<file path="src/rtl/seg_scan_ctrl.sv">
// Multiplexed seven-segment scan controller: prescaled digit scan, double-buffered
// data load, per-digit blank/blink/dp and leading-zero suppression on active-low SEG/AN.
module seg_scan_ctrl #(
  parameter int unsigned NUM_DIGITS   = 8,
  parameter int unsigned SCAN_DIV     = 50000,
  parameter int unsigned BLINK_FRAMES = 64
) (
  input  logic                    clk,
  input  logic                    rst,
  input  logic                    load,
  input  logic [4*NUM_DIGITS-1:0] data_in,
  input  logic [NUM_DIGITS-1:0]   dp_in,
  input  logic [NUM_DIGITS-1:0]   blank_mask,
  input  logic [NUM_DIGITS-1:0]   blink_mask,
  input  logic                    lz_en,
  output logic                    pending,
  output logic                    frame_tick,
  output logic [7:0]              SEG,
  output logic [NUM_DIGITS-1:0]   AN
);

  localparam int unsigned IDX_W = (NUM_DIGITS > 1) ? $clog2(NUM_DIGITS) : 1;
  localparam int unsigned PRE_W = $clog2(SCAN_DIV);
  localparam int unsigned BLK_W = (BLINK_FRAMES > 1) ? $clog2(BLINK_FRAMES) : 1;

  localparam logic [IDX_W-1:0] IDX_LAST = IDX_W'(NUM_DIGITS - 1);
  localparam logic [PRE_W-1:0] PRE_LAST = PRE_W'(SCAN_DIV - 1);
  localparam logic [BLK_W-1:0] BLK_LAST = BLK_W'(BLINK_FRAMES - 1);

  typedef logic [NUM_DIGITS-1:0][3:0] nib_arr_t;

  logic [PRE_W-1:0]      r_presc;
  logic [IDX_W-1:0]      r_idx;
  nib_arr_t              r_shown;
  nib_arr_t              r_pend_data;
  logic [NUM_DIGITS-1:0] r_shown_dp;
  logic [NUM_DIGITS-1:0] r_pend_dp;
  logic                  r_pending;
  logic [BLK_W-1:0]      r_blink_cnt;
  logic                  r_phase;
  logic                  r_frame_tick;
  logic [7:0]            r_seg;
  logic [NUM_DIGITS-1:0] r_an;

  logic                  w_tick;
  logic                  w_wrap;
  logic [NUM_DIGITS-1:0] w_lz;
  logic [7:0]            w_code;
  logic                  w_dp;
  logic                  w_dark;

  // Digit k is a leading zero when it and every more-significant nibble are zero.
  function automatic logic [NUM_DIGITS-1:0] lz_mask(input nib_arr_t d);
    logic run;
    run     = 1'b1;
    lz_mask = '0;
    for (int k = NUM_DIGITS - 1; k >= 1; k--) begin
      run        = run & (d[k] == 4'h0);
      lz_mask[k] = run;
    end
  endfunction

  function automatic logic [7:0] hex_code(input logic [3:0] n);
    case (n)
      4'h0: hex_code = 8'hC0;
      4'h1: hex_code = 8'hF9;
      4'h2: hex_code = 8'hA4;
      4'h3: hex_code = 8'hB0;
      4'h4: hex_code = 8'h99;
      4'h5: hex_code = 8'h92;
      4'h6: hex_code = 8'h82;
      4'h7: hex_code = 8'hF8;
      4'h8: hex_code = 8'h80;
      4'h9: hex_code = 8'h90;
      4'hA: hex_code = 8'h88;
      4'hB: hex_code = 8'h83;
      4'hC: hex_code = 8'hC6;
      4'hD: hex_code = 8'hA1;
      4'hE: hex_code = 8'h86;
      default: hex_code = 8'h8E;
    endcase
  endfunction

  assign w_tick = (r_presc == PRE_LAST);
  assign w_wrap = w_tick && (r_idx == IDX_LAST);

  always_comb begin
    w_lz   = lz_en ? lz_mask(r_shown) : '0;
    w_code = hex_code(r_shown[r_idx]);
    w_dp   = r_shown_dp[r_idx];
    w_dark = blank_mask[r_idx] | (blink_mask[r_idx] & r_phase) | w_lz[r_idx];
  end

  // Slot prescaler and digit index.
  always_ff @(posedge clk or negedge rst) begin
    if (!rst) begin
      r_presc <= '0;
      r_idx   <= '0;
    end else begin
      r_presc <= w_tick ? '0 : r_presc + PRE_W'(1);
      if (w_tick) begin
        r_idx <= (r_idx == IDX_LAST) ? '0 : r_idx + IDX_W'(1);
      end
    end
  end

  // Double buffer: a load coinciding with a wrap goes straight to the shown copy.
  always_ff @(posedge clk or negedge rst) begin
    if (!rst) begin
      r_shown     <= '0;
      r_shown_dp  <= '0;
      r_pend_data <= '0;
      r_pend_dp   <= '0;
      r_pending   <= 1'b0;
    end else begin
      if (load) begin
        r_pend_data <= data_in;
        r_pend_dp   <= dp_in;
      end
      if (w_wrap) begin
        if (load) begin
          r_shown    <= data_in;
          r_shown_dp <= dp_in;
        end else if (r_pending) begin
          r_shown    <= r_pend_data;
          r_shown_dp <= r_pend_dp;
        end
        r_pending <= 1'b0;
      end else if (load) begin
        r_pending <= 1'b1;
      end
    end
  end

  // Blink phase toggles every BLINK_FRAMES full frames.
  always_ff @(posedge clk or negedge rst) begin
    if (!rst) begin
      r_blink_cnt <= '0;
      r_phase     <= 1'b0;
    end else if (w_wrap) begin
      if (r_blink_cnt == BLK_LAST) begin
        r_blink_cnt <= '0;
        r_phase     <= ~r_phase;
      end else begin
        r_blink_cnt <= r_blink_cnt + BLK_W'(1);
      end
    end
  end

  always_ff @(posedge clk or negedge rst) begin
    if (!rst) begin
      r_frame_tick <= 1'b0;
      r_seg        <= 8'hFF;
      r_an         <= '1;
    end else begin
      r_frame_tick <= w_wrap;
      r_seg        <= w_dark ? 8'hFF : {w_code[7] & ~w_dp, w_code[6:0]};
      r_an         <= w_dark ? '1 : ~(NUM_DIGITS'(1) << r_idx);
    end
  end

  assign pending    = r_pending;
  assign frame_tick = r_frame_tick;
  assign SEG        = r_seg;
  assign AN         = r_an;

endmodule
</file>
<file path="config.mk">
export PLATFORM = sky130hd
export DESIGN_NAME = seg_scan_ctrl
export DESIGN_NICKNAME = d
export VERILOG_FILES = /design/src/rtl/seg_scan_ctrl.sv
export SDC_FILE = /design/constraint.sdc
export NUM_CORES = 1
export LEC_CHECK = 0
export ABC_AREA = 0
export CAP_MARGIN = 15
export CORE_ASPECT_RATIO = 0.9
export CORE_UTILIZATION = 30
export DETAILED_ROUTE_END_ITERATION = 10
export SKIP_LAST_GASP = 1
export SYNTH_ARGS = -nofsm -noshare
export SYNTH_HDL_FRONTEND = slang
export SYNTH_SLANG_ARGS = --single-unit
export TNS_END_PERCENT = 1
</file>
<file path="constraint.sdc">
create_clock -name clk -period 2.2 [get_ports clk]
set_input_delay 0.66 -clock clk [delete_from_list [all_inputs] [get_ports clk]]
set_output_delay 0.66 -clock clk [all_outputs]
set_load 0.01 [all_outputs]
</file>
==> results.md, run 1 <==
- Status: complete, no violations
- Crit path kind: reg -> reg
- ANT nets after route: 0
- Sw Ratio: a little over a fifth
- Clk_lat worst skew: around 400 ps
- Data arrival, critical path: between 2000 and 2500 ps
- DRT iter0 DRCs: between 150 and 200
- Main area contributors after synthesis: dfrtp_1 (47%), mux2_4 (10%), mux2_2 (7.8%)
- Die ar.: about 20000 µm²
- CP startpoint kind: register
- Num CTS Buffers: 17
- Global Route Usage Sum: 13.4%
- Fin crit period: around 2200 ps
- Buffers on Ports: 77
- FF+latch count, synth: 124
- Post-Synth Adder-Cell Area: roughly 3%
- Top-count cell post-synth: dfrtp_1
- Slew @ Worst Pin: about 500 ps
- Placed cells: 730
- Initial antenna violation count: 0
- Syn Nets: between 400 and 500
- Largest buffer count on any clock path: 2
- Final max-slew violation count: 0
- Share of cells above drive strength 1: 35.3%
- CTS root buf: clkbuf_16
- Cell area after synthesis: around 5700 µm²
- Clk sinks: roughly 120
- Largest net degree at the start of global routing: between 40 and 50
- Hold WS: 214 ps
- Post-synth top area share: 47.0%
- Synthesized area per cell: 14.2 µm²
- Post-DR wirelength/cell: ~16 µm
- Post-synthesis xor/xnor area fraction: ~2.6%
- Starting Density: between 30 and 40%
- Critical Path Sink Type: register
- Ys async rst share: 100%
- DR vias/cell: 4.54
- DRC: 0
- Register area share after synthesis: a little over half
- Total wire length: between 10000 and 15000 µm
- Grt total ovfl: 0
- Clock transition at path regs: around 50 ps
- Reg-to-Reg End: SEG[1]
- Via count: 3467
- HP Class: in -> async
- Final Setup Violations: 0
- Fin. Hold Viols: 0
- Largest family of logic cells by synthesized area: multiplexers
- Hpwl dp: about 8800 µm
- H-tree depth: 4
- Period utilization: between 90% and 100%
- Fillers: roughly 1800
- # diodes: 0
- Synth Area in Compound Gates: 3.44%
- Hold Buf Count CTS: 0
- Worst IR drop on VDD: between 0.5 and 0.6 mV
- PD cells: 705 nW/µm²
- First-pass GRT wire length: about 20000 µm
- Pleak: roughly 3.4 nW
- Synth warn: 0
- Area leader, netlist: dfrtp_1
- DRT Pass-1 Iters: 4
- Core Rows: between 40 and 50
- Switching power: roughly 1.2 mW
- CORE AREA: 18600 µm²
- Die height: 133 µm
- Worst R2R Setup Slack: around 50 ps
- Clk_skew: approximately 8.3 ps
- Clock power share: roughly half
- Combinational Power Share: ~6.4%
- Sequential power share: between 40% and 50%
- Crit Path Max Fanout: 10
- TritonCTS clock tree: built
- RSZ-0062 raised after global routing: yes
- Fmax: around 470 MHz
- Setup TNS Final: 0 ps
- Syn Inst Count: ~400
- Final std cells w/o fill: approximately 760
- Area Growth Syn to Fin: 31.5%
- Max cap viols: 0
- Relative slew slack: approximately 66%
- Internal power: about 4.2 mW
- Number of global-route vias before repair: ~3800
- Final nets: between 500 and 600
- Post-synth cell types: 49
- Gpl congestion: a little under 0.8
- Worst Reg2Reg Path Length in Cells: 8
- Post-synth EDFFs: 0
- Io pins: between 70 and 80
- Synth cell count leaders: dfrtp_1 (108), mux2_2 (40), mux2_4 (40)
- Mux cell area share after synthesis: roughly a quarter
- Die width: around 150 µm
- Simple-gate share of the synthesized area: under 10%
- Synth Flop Type: dfrtp_1
- R2R Path Start: r_idx[0]
- WP data required: between 2000 and 3000 ps
## metal layers
metal  global-route usage (%)  wire length [µm]  share of wire [%]  vias up
met1                     17.6              5710                 47     1730
met3                     4.21               452                3.7       17
met4                     5.73               243                2.0        0
met5                        0                 0                  0        -
met2                     20.5              5670                 47       58
li1                         -                 -                  -     1662
## critical path, stage by stage (launching register included)
cell and delay [ps]:
dfrtp_1 370, buf_12 140, mux4_2 540, mux2i_4 190, buf_4 160, ha_1 240, mux2i_1 190, o32a_1 190
nand2_1 60
## area by class of cell
type | count | area (µm²) | share of cell area [%]
Timing Repair Buffer | 103 | 1060 | 14.0
Clock inverter | 11 | 93.8 | 1.24
Sequential cell | 124 | 3120 | 41.3
Multi-Input combinational cell | 252 | 2480 | 32.8
Clock buffer | 21 | 460 | 6.09
Tap cell | 245 | 307 | 4.06
Inverter | 8 | 32.5 | 0.431
## worst max-delay path by stage
stage | from | end | slack [ps]
after detailed placement | blank_mask[2] | SEG[4] | -230
after floorplan | r_idx[0] | SEG[3] | 9
final | r_idx[0] | SEG[1] | 50
after global placement | blank_mask[3] | SEG[4] | -200
after global routing | r_idx[0] | SEG[1] | -20
after CTS | r_idx[0] | SEG[1] | 0.7
## state kept, by name, summed over array words and instances (netlist names), 3 cells and up
name and flops:
SEG 8, r_shown_dp 8, AN 8, r_shown 32, r_pend_dp 8, r_presc 16
r_pend_data 32, r_blink_cnt 6, r_idx 3
## cells by family after synthesis
kind of cell | count (synthesis)
flip-flops | 124
multiplexers | 102
AND/OR/NAND/NOR | 89
AO/OA/AOI/OAI | 30
buffers and inverters | 28
XOR/XNOR | 17
adder cells (fa/ha/maj) | 14
## stage by stage
step	area [µm²]	total power, mW	setup WS (ps)	util, %
2_1_floorplan	5770	2.55	9.31	-
4_1_cts	7530	5.39	0.729	40.5
3_5_place_dp	6970	2.77	-225	37.5
6_report	7550	5.32	49.6	40.7
3_3_place_gp	6970	2.76	-196	37.5
5_1_grt	7550	5.55	-24.2	40.7
## placed cells by master, fill, tap and decap left out, drive strengths merged, types with 4 or more instances in the layout
cell type / count
dfrtp: 108
mux2: 81
clkdlybuf4s50: 75
buf: 28
nand2: 23
clkbuf: 21
nand3: 18
nor2: 18
dfstp: 16
mux4: 14
ha: 14
o21ai: 13
xor2: 10
inv: 8
nor4: 7
a21oi: 7
xnor2: 7
mux2i: 7
clkinv: 6
and3: 5
nand4: 5
clkinvlp: 4
## repair_timing
action / in CTS / in global routing
gates resized for setup: 1 / 3
setup buffers: 0 / 2
hold endpoints to repair: 0 / 0
pin swaps: 0 / 1
gates cloned: 0 / 0
endpoints found under the setup margin: 1 / 8
## power by group through the flow
| stage | Clock (mW) | Sequential [mW] | Combinational, mW |
|---|---|---|---|
| 2_1_floorplan | 0 | 2.42 | 0.125 |
| 3_3_place_gp | 0 | 2.42 | 0.342 |
| 5_1_grt | 2.78 | 2.39 | 0.374 |
| 3_5_place_dp | 0 | 2.43 | 0.347 |
| 4_1_cts | 2.65 | 2.39 | 0.349 |
| 6_report | 2.60 | 2.39 | 0.339 |
Note: power is estimated with default switching activity, not from simulation.
==> inputs of run 2 (changes only) <==
==> constraint.sdc (replaced) <==
create_clock -name clk -period 2.2 [get_ports clk]
set_input_delay 0.66 -clock clk [delete_from_list [all_inputs] [get_ports clk]]
set_output_delay 0.66 -clock clk [all_outputs]
set_load 0.05 [all_outputs]
==> results.md, run 2 (same netlist as run 1, synthesis figures left out) <==
- Status: complete, no violations
- Fin. Hold Viols: 0 (unchanged)
- Reg-to-Reg End: r_shown_dp[0]
- Data arrival, critical path: 2410 ps (-80 ps)
- # diodes: 0 (unchanged)
- Final nets: 585 (+0.86%)
- H-tree depth: 4 (unchanged)
- Clk_lat worst skew: 420 ps (about the same)
- Worst R2R Setup Slack: 90 ps (+40 ps)
- Most frequent cells in the layout: dfrtp_1 (107), clkdlybuf4s50_1 (57), mux2_2 (40), mux2_4 (40), buf_4 (39)
- HP Class: in -> async
- Largest net degree at the start of global routing: 40 (-9.1%)
- Crit-path slowest cell: dfrtp_2
- Crit path kind: reg -> reg
- Final core occ: 41.2% (+0.53 points)
- R2R Path Start: r_idx[0]
- Via count: 3539 (+2.1%)
- Num CTS Buffers: 17 (unchanged)
- WP data required: 2500 ps (-40 ps)
- Crit Path Max Fanout: 24 (+14)
- PD cells: 748 nW/µm² (+6.2%)
- DRT iter0 DRCs: 164 (-7.3%)
- Hpwl dp: 8760 µm (-0.25%)
- Die height: 133 µm (unchanged)
- Critical Path Sink Type: register
- Commonest non-fill, non-tap cell in the layout: dfrtp_1
- Gpl congestion: 0.775 (-1.2%)
- Initial antenna violation count: 0 (unchanged)
- Fmax: 474 MHz (+1.8%)
- Slew @ Worst Pin: 475 ps (-33.1 ps)
- DR vias/cell: 4.60 (+1.4%)
- Max incr delay on CP: 420 ps (-120 ps)
- Post-route cell area: 7650 µm² (+1.3%)
- Die ar.: 19700 µm² (unchanged)
- First-pass GRT wire length: 20200 µm (+0.55%)
- CP startpoint kind: register
- Pleak: 3.51 nW (+2.4%)
- Largest buffer count on any clock path: 2 (unchanged)
- Final max-slew violation count: 0 (unchanged)
- Io pins: 78 (unchanged)
- Worst IR drop on VDD: 0.429 mV (-19%)
- Final Setup Violations: 0 (unchanged)
- Area Growth Syn to Fin: 33.2%
- TritonCTS clock tree: built
- Starting Density: 30.9% (unchanged)
- Post-DR wirelength/cell: 16.1 µm (+1.6%)
- Buffers on Ports: 77 (unchanged)
- DRC: 0 (unchanged)
- CORE AREA: 18600 µm² (unchanged)
- Core Rows: 47 (unchanged)
- Clock transition at path regs: 60 ps (about the same)
- CTS root buf: clkbuf_16
- ANT nets after route: 0 (unchanged)
- Period utilization: 96.0% (-1.8 points)
- Placed inst area: 6930 µm² (-0.61%)
- Relative slew slack: 67.6% (+1.5 points)
- Die width: 148 µm (unchanged)
- Clk_skew: 8.64 ps (+0.304 ps)
- Number of global-route vias before repair: 3738 (-1.5%)
- DRT Pass-1 Iters: 4 (unchanged)
- Worst Reg2Reg Path Length in Cells: 9 (+1)
- RSZ-0062 raised after global routing: yes
- Grt total ovfl: 0 (unchanged)
- CP bufs+invs: 4 (+2)
- Global Route Usage Sum: 13.4% (-0.017 points)
- Fin crit period: 2110 ps (-38.6 ps)
- Max cap viols: 0 (unchanged)
- Largest regs: r_pend_data: 32 flops, r_shown: 32 flops, r_presc: 16 flops
- Total wire length: 12400 µm (+2.3%)
- Crit path max-delay family: buffers and inverters
- Clk sinks: 124 (unchanged)
- Share of cells above drive strength 1: 39.1% (+3.9 points)
- CP Cell Sequence: buf_12 > buf_4 > ha_1 > ha_1 > nand2_4 > inv_4 > o21ai_4 > buf_12 > mux2_4
## run 2: worst max-delay path by stage
stage                  startpoint            end  cells after the start
floorplan                r_idx[0]         SEG[3]                      9
global placement    blank_mask[3]         SEG[4]                      7
detailed placement  blank_mask[2]         SEG[2]                      7
CTS                      r_idx[0]         SEG[5]                      9
global route             r_idx[0]         SEG[5]                      9
finish                   r_idx[0]  r_shown_dp[0]                      9
## run 2: per-layer routing
layer	share of wire (%)	GRT usage, %
met5	0	0
met4	2.0	4.93
met3	3.8	3.80
met2	47	20.6
met1	47	18.0
## run 2: final cells by class
class	count	area, µm²
clock inverter	10	161
inverter	8	32.5
clock buffer	22	474
tap	245	307
timing repair buffer	108	1070
multi-input combinational	252	2480
fill	1728	10900
sequential	124	3120
## run 2: per-stage QoR
step,cells,power (mW),worst slack [ps],hold slack [ps],TNS [ps]
3_5_place_dp,730,2.79,-222,457,-2880
3_3_place_gp,730,2.78,-195,452,-2520
4_1_cts,762,5.79,-0.160,129,-0.160
2_1_floorplan,404,2.57,9.31,364,0
6_report,769,5.73,88.2,134,0
5_1_grt,769,5.95,-5.58,135,-5.58
## run 2: what timing repair did
item / 4_1_cts / 5_1_grt
hold buffers: 0 / 0
pin swaps: 0 / 1
setup buffers: 0 / 6
setup endpoints to repair: 2 / 7
resized for setup: 1 / 5
gates cloned: 0 / 1
## run 2: worst register-to-register path: stages (launching register included)
cell and delay, ps:
dfrtp_2 420, buf_12 140, buf_4 170, ha_1 220, ha_1 230, nand2_4 100, inv_4 50, o21ai_4 80
buf_12 250, mux2_4 330
## run 2: power by group
part | leakage (nW) | switching, mW | internal [mW] | total (mW)
clock | 0.303 | 0.998 | 1.98 | 2.98
combinational | 1.64 | 0.159 | 0.197 | 0.357
sequential | 1.57 | 0.0198 | 2.37 | 2.39
